**src/rtl/instr_decode_buffer.sv**
```systemverilog
// RV32/64 instruction decoder feeding a small FIFO of decoded entries.
// Each entry holds the raw word, format, immediate, illegal flag and PC.
module instr_decode_buffer #(
  parameter int XLEN  = 32,
  parameter int DEPTH = 2,
  parameter int CNT_W = $clog2(DEPTH) + 1
) (
  input  logic             clk,
  input  logic             rst_n,
  input  logic             flush,
  input  logic             in_valid,
  output logic             in_ready,
  input  logic [31:0]      in_instr,
  input  logic [XLEN-1:0]  in_pc,
  output logic             out_valid,
  input  logic             out_ready,
  output logic [6:0]       out_opcode,
  output logic [4:0]       out_rd,
  output logic [2:0]       out_funct3,
  output logic [4:0]       out_rs1,
  output logic [4:0]       out_rs2,
  output logic [6:0]       out_funct7,
  output logic [2:0]       out_fmt,
  output logic [XLEN-1:0]  out_imm,
  output logic             out_illegal,
  output logic [XLEN-1:0]  out_pc,
  output logic [CNT_W-1:0] count
);

  localparam int PTR_W = $clog2(DEPTH);

  localparam logic [2:0] FMT_R   = 3'd0;
  localparam logic [2:0] FMT_I   = 3'd1;
  localparam logic [2:0] FMT_S   = 3'd2;
  localparam logic [2:0] FMT_B   = 3'd3;
  localparam logic [2:0] FMT_U   = 3'd4;
  localparam logic [2:0] FMT_J   = 3'd5;
  localparam logic [2:0] FMT_ILL = 3'd7;

  typedef struct packed {
    logic [31:0]     instr;
    logic [2:0]      fmt;
    logic [XLEN-1:0] imm;
    logic            illegal;
    logic [XLEN-1:0] pc;
  } entry_t;

  entry_t            mem_q [DEPTH];
  entry_t            mem_d [DEPTH];
  logic [PTR_W-1:0]  rd_ptr_q, rd_ptr_d;
  logic [PTR_W-1:0]  wr_ptr_q, wr_ptr_d;
  logic [CNT_W-1:0]  count_q, count_d;

  logic              push;
  logic              pop;
  entry_t            dec_entry;
  logic [31:0]       imm32;
  entry_t            head;

  always_comb begin
    dec_entry         = '0;
    dec_entry.instr   = in_instr;
    dec_entry.pc      = in_pc;
    dec_entry.fmt     = FMT_ILL;
    dec_entry.illegal = 1'b1;
    imm32             = '0;
    if (in_instr[1:0] == 2'b11) begin
      dec_entry.illegal = 1'b0;
      case (in_instr[6:0])
        7'b0110011: dec_entry.fmt = FMT_R;
        7'b0010011, 7'b0000011, 7'b1100111, 7'b1110011: begin
          dec_entry.fmt = FMT_I;
          imm32 = {{20{in_instr[31]}}, in_instr[31:20]};
        end
        7'b0100011: begin
          dec_entry.fmt = FMT_S;
          imm32 = {{20{in_instr[31]}}, in_instr[31:25], in_instr[11:7]};
        end
        7'b1100011: begin
          dec_entry.fmt = FMT_B;
          imm32 = {{19{in_instr[31]}}, in_instr[31], in_instr[7],
                   in_instr[30:25], in_instr[11:8], 1'b0};
        end
        7'b0110111, 7'b0010111: begin
          dec_entry.fmt = FMT_U;
          imm32 = {in_instr[31:12], 12'b0};
        end
        7'b1101111: begin
          dec_entry.fmt = FMT_J;
          imm32 = {{11{in_instr[31]}}, in_instr[31], in_instr[19:12],
                   in_instr[20], in_instr[30:21], 1'b0};
        end
        default: begin
          dec_entry.fmt     = FMT_ILL;
          dec_entry.illegal = 1'b1;
        end
      endcase
    end
    // All immediates are 32-bit signed values, widened to XLEN here.
    dec_entry.imm = XLEN'($signed(imm32));
  end

  assign in_ready  = (count_q < CNT_W'(DEPTH));
  assign out_valid = (count_q != '0);
  assign push      = in_valid && in_ready && !flush;
  assign pop       = out_valid && out_ready && !flush;

  always_comb begin
    mem_d    = mem_q;
    rd_ptr_d = rd_ptr_q;
    wr_ptr_d = wr_ptr_q;
    count_d  = count_q;
    if (flush) begin
      rd_ptr_d = '0;
      wr_ptr_d = '0;
      count_d  = '0;
    end else begin
      if (push) begin
        mem_d[wr_ptr_q] = dec_entry;
        wr_ptr_d        = wr_ptr_q + PTR_W'(1);
      end
      if (pop) begin
        rd_ptr_d = rd_ptr_q + PTR_W'(1);
      end
      count_d = count_q + CNT_W'(push) - CNT_W'(pop);
    end
  end

  always_ff @(posedge clk) begin
    if (!rst_n) begin
      rd_ptr_q <= '0;
      wr_ptr_q <= '0;
      count_q  <= '0;
    end else begin
      rd_ptr_q <= rd_ptr_d;
      wr_ptr_q <= wr_ptr_d;
      count_q  <= count_d;
    end
  end

  // Entry storage needs no reset: outputs are masked whenever the FIFO is empty.
  always_ff @(posedge clk) begin
    mem_q <= mem_d;
  end

  assign head = out_valid ? mem_q[rd_ptr_q] : '0;

  assign out_opcode  = head.instr[6:0];
  assign out_rd      = head.instr[11:7];
  assign out_funct3  = head.instr[14:12];
  assign out_rs1     = head.instr[19:15];
  assign out_rs2     = head.instr[24:20];
  assign out_funct7  = head.instr[31:25];
  assign out_fmt     = head.fmt;
  assign out_imm     = head.imm;
  assign out_illegal = head.illegal;
  assign out_pc      = head.pc;
  assign count       = count_q;

endmodule
```
**config.mk**
```make
export PLATFORM = sky130hd
export DESIGN_NAME = instr_decode_buffer
export DESIGN_NICKNAME = d
export VERILOG_FILES = /design/src/rtl/instr_decode_buffer.sv
export SDC_FILE = /design/constraint.sdc
export NUM_CORES = 1
export LEC_CHECK = 0
export CORE_MARGIN = 1.5
export CORE_UTILIZATION = 46
export DETAILED_ROUTE_END_ITERATION = 16
export MAX_ROUTING_LAYER = met4
export PLACE_DENSITY = 0.86
export SLEW_MARGIN = 20
export SYNTH_ARGS = -nofsm -noshare
export SYNTH_HDL_FRONTEND = slang
export SYNTH_SLANG_ARGS = --single-unit
```
**constraint.sdc**
```tcl
create_clock -name clk -period 6.5 [get_ports clk]
set_input_delay 1.3 -clock clk [delete_from_list [all_inputs] [get_ports clk]]
set_output_delay 1.3 -clock clk [all_outputs]
set_load 0.02 [all_outputs]
```
; Word level (Yosys, flattened, before mapping)
; Index checks and enable logic that the tools add are counted.
[op_classes]
multipliers = 0
div = 0
bitwise = 4
n_mux = 13
n_eq_ne = 11
add_sub_neg = 4
n_shift = 0
n_reduce_logical = 12
order_cmp = 4
[ops]
columns = operator, n
row1 = $mux W100, 5
row2 = $bwmux W200, 1
row3 = $pmux W32 S5, 1
row4 = $demux W100 S1, 1
row5 = $mux W32, 1
row6 = $eq A7 B7 Y1 const B, 4
row7 = $eq A7 B6 Y1 const B, 3
row8 = $pmux W3 S6, 1
row9 = $eq A7 B5 Y1 const B, 2
row10 = $reduce_or A10 Y1, 1
row11 = $eq A7 B2 Y1 const B, 1
row12 = $logic_and A1 B1 Y1, 5
row13 = $ge A2 B2 Y1 const B, 2
row14 = $not A1 Y2, 2
row15 = $reduce_or A2 Y1, 2
row16 = $reduce_or A4 Y1, 1
row17 = $mux W3, 1
row18 = $add A1 B1 Y1 const B, 2
row19 = $add A2 B1 Y2, 1
row20 = $eq A2 B2 Y1 const B, 1
row21 = $lt A2 B1 Y1 const B, 1
row22 = $lt A2 B2 Y1 const B, 1
row23 = $mux W1, 2
row24 = $not A1 Y1, 2
row25 = 4 further kinds, 4
[totals]
out_inout_bits = 104
inputBits = 69
memories = 0
latchBits = 0
romBits = 0
regBits = 204
ramBits = 0

; Depth between registers and ports, before layout
[depth]
depth_word = 6
mapped_depth = 8
mapped_depth_nobuf = 8

; Least setup slack after synthesis
; OpenSTA, ideal clock, no wires.
[synth_path]
path_kind = input to register
from = input port flush
to = register mem_q[100] in the netlist's numbering, enable pin
required_time_ns = 5.940
setup_time_ns = 0.560
t_arrival_ns = 5.869
path_stages = 3
setup_slack_ns = 0.071
path_buffers = 0
cell_sequence = nor3b_1 inv_1 nor2_1
[synth_via]
elab_chain_cells = 3
[synth_lines]
columns = element, line
row1 = "start, declared", 10  ; input logic flush,
row2 = $logic_not A1 Y1, 105  ; assign push = in_valid && in_ready && !flush;
row3 = $logic_and A1 B1 Y1, 105
row4 = $reduce_and A2 Y1 (no source line) (*), n/a
row5 = "end signal, assigned", 143  ; mem_q <= mem_d;
row6 = "end, declared", 48  ; entry_t mem_q [DEPTH];
; Mark *: on every way between the ends. The rest lies on a longest branch, timed or not.
; A chain may end at the register's enable or synchronous reset.

; Worst setup path in the final report
[layout_path]
from = register count_q[1], in the netlist count[1]
to = output port out_pc[23]
[layout_via]
elab_chain_cells = 2
[layout_lines]
columns = element, line
row1 = "start, declared", 52  ; logic [CNT_W-1:0] count_q, count_d;
row2 = "start signal, assigned", 137  ; count_q <= count_d;
row3 = $reduce_bool A2 Y1, 104  ; assign out_valid = (count_q != '0);
row4 = $mux W100, 146  ; assign head = out_valid ? mem_q[rd_ptr_q] : '0;
row5 = "end, declared", 26  ; output logic [XLEN-1:0] out_pc,
; Every way passes these cells.

==> flow_metrics.env <==
export IMPL_report_final_slew_viol_count=0
export IMPL_clkSlewWorstSetupHoldPaths_ns=0.06
export IMPL_synth_common_cells="edfxtp_1, nor2_1, mux2i_1"
export IMPL_maxCapViolations=0
export IMPL_cts_setup_buffers=0
export IMPL_finalHoldViolCount=0
export IMPL_drt_iter0_drc=326
export IMPL_dr_pass1_iters=5
export IMPL_dieArea_um2=19100
export IMPL_synthArstFlopShare_pct=0
export IMPL_crit_family="buffers and inverters"
export IMPL_gp_congestion=0.794
export IMPL_status="complete, no violations"
export IMPL_preCtsSetupSlack_ns=2.34
export IMPL_start_kind="flop"
export IMPL_yosysSeqAreaShare_pct=72.5
export IMPL_grt_pass1_vias=4924
export IMPL_final_cell_count_no_fill=965
export IMPL_worst_pin_slew_ns=1.07
export IMPL_fin_crit_ns=4.07
export IMPL_start_util_pct=46.8
export IMPL_ctsHoldBuffers=0
export IMPL_syn_cell_area_um2=8400
export IMPL_place_hpwl_mm=11.0
export IMPL_finClkSkew_ns=0.0103
export IMPL_powerDensity_nw_per_um2=254
export IMPL_n_fill_cell=1394
export IMPL_synth_edf_count=200
export IMPL_synth_area_leaders="edfxtp_1, mux2i_1, nor2_1, o2bb2ai_1, buf_2"
export IMPL_wirelength_mm=17.2
export IMPL_grt_max_degree=78
export IMPL_die_x_um=138
export IMPL_end_kind="output port"
export IMPL_fp_dieH_um=138
export IMPL_yosysWarnings=0
export IMPL_slowest_delay_ns=0.61
export IMPL_antenna_found_initial=1
export IMPL_ir_drop_uv=169
export IMPL_rows=49
export IMPL_fin_crit_sh_pct=62.6
export IMPL_yosys_cell_types_count=41
export IMPL_clockBufferDepth=3
export IMPL_worstPathMaxFanout=53
export IMPL_portBuffers=172
export IMPL_crit_required_ns=5.20
export IMPL_multiInputGateArea_um2=2110
export IMPL_setup_slack_ns=2.43
export IMPL_cts_root_buf="clkbuf_16"
export IMPL_avgViaCountPerCell=5.25
export IMPL_numCtsBuffers=21
export IMPL_core_um2=18000
export IMPL_pin_count=173
export IMPL_nets=794
export IMPL_grt_overflow_total=0
export IMPL_crit_path_cell_trace="nor2_4 -> buf_4 -> nor2_1 -> clkdlybuf4s50_1"
export IMPL_drc_errors=0
export IMPL_clock_fmax_mhz=246
export IMPL_insertion_delay_ns=0.49
export IMPL_min_path_type="reg -> reg"
export IMPL_wire_per_inst_um=17.8
export IMPL_netlist_area_leader_share_pct=71.5
export IMPL_synthesis_nets=623
export IMPL_area_growth_pct=30.3
export IMPL_htreeDepth=1
export IMPL_post_synth_top_area_cell="edfxtp_1"
export IMPL_layout_drive_gt1_share_pct=5.99
export IMPL_cellLeakagePower_nw=3.44
export IMPL_crit_buf_inv=2
export IMPL_num_vias=5067
export IMPL_rsz0062_at_grt="no"
export IMPL_critical_path_slowest_cell="nor2_4"
export IMPL_synthMostInstantiatedCell="edfxtp_1"
export IMPL_cp_data_arrival_time_ns=2.77
export IMPL_finalSetupViolations=0
export IMPL_seqCellArea_um2=6090
export IMPL_synthFlopType="edfxtp_1"
export IMPL_grt_pass1_wl_mm=26.7
export IMPL_cts_repair_resized=0
export IMPL_grt_usage_pct=18.0
export IMPL_cts_sinks=204
export IMPL_ys_ff_latch=204
export IMPL_final_antenna_net_count=0
export IMPL_maxSlewHeadroom_pct=28.8
export IMPL_syn_inst=552
export IMPL_avgSynthCellArea_um2=15.2
export IMPL_cts_tree="done"
export IMPL_dp_cells=928
export IMPL_criticalPathCategory="reg -> out"
export IMPL_tns_ns=0
## report_power, final
group          internal [mW]  total (mW)  switching, mW
Clock                  0.592        1.05          0.456
Combinational          0.106       0.236          0.130
Sequential              1.48        1.49        0.00993
## tightest hold or removal path, cell delays in order, from the launching register on
cell and delay [ns]:
dfxtp_1 0.35, xnor2_1 0.17, nor2_1 0.04
## layer usage
| metal | wire [µm] | global-route usage, % |
|---|---|---|
| met2 | 8620 | 29.0 |
| met5 | 0 | - |
| met4 | 165 | 3.66 |
| met1 | 7450 | 24.2 |
| met3 | 915 | 3.26 |
## layout make-up
class                           instances  area share [%]
Sequential cell                       204            55.6
Multi-Input combinational cell        301            19.3
Clock buffer                           27            5.01
Antenna cell                            1          0.0229
Tap cell                              229            2.62
Inverter                               16           0.549
Timing Repair Buffer                  179            16.5
Clock inverter                          8           0.366
## registers in the layout, summed over array words and instances, names as in the netlist
| register | count |
|---|---|
| rd_ptr_q | 1 |
| mem_q | 200 |
| wr_ptr_q | 1 |
| count | 2 |
## placed cells by master, fill, tap and decap left out, drive strengths merged, types with 2 or more instances in the layout
cell / n
o2bb2ai: 11
dfxtp: 4
nand3: 14
o211ai: 5
nand2: 7
buf: 7
nor2: 108
o22ai: 9
and2: 3
mux2i: 102
and3b: 2
a22oi: 2
and3: 2
nor3b: 9
and4b: 2
a21oi: 3
edfxtp: 200
o21ai: 3
clkbuf: 27
ha: 2
clkdlybuf4s50: 172
xnor2: 3
inv: 15
xor2: 2
nor2b: 3
clkinv: 8
## metrics by stage
| step | power, mW | util, % | cell area, µm² | hold slack (ns) |
|---|---|---|---|---|
| 2_1_floorplan | 1.64 | - | 8400 | 0.498 |
| 3_3_place_gp | 1.75 | 57.5 | 10300 | 0.574 |
| 3_5_place_dp | 1.76 | 57.5 | 10300 | 0.605 |
| 4_1_cts | 2.80 | 60.8 | 10900 | 0.623 |
| 5_1_grt | 2.87 | 60.9 | 10900 | 0.684 |
| 6_report | 2.78 | 60.9 | 10900 | 0.611 |
## path summary, 6_finish.rpt
kind | from | end | slack (ns) | cells after the start
setup / recovery | count[1] | out_pc[23] | 2.43 | 4
hold / removal | wr_ptr_q | wr_ptr_q | 0.61 | 2
setup reg to reg | count[1] | mem_q[196] | 3.73 | 5
hold reg to reg | wr_ptr_q | wr_ptr_q | 0.61 | 2
## cell families after synthesis
kind of cell,share of synthesized area [%]
flip-flops,72.5
AND/OR/NAND/NOR,8.39
multiplexers,12.2
buffers and inverters,2.61
AO/OA/AOI/OAI,3.58
XOR/XNOR,0.521
adder cells (fa/ha/maj),0.298
Power figures use the tool's default switching activity.
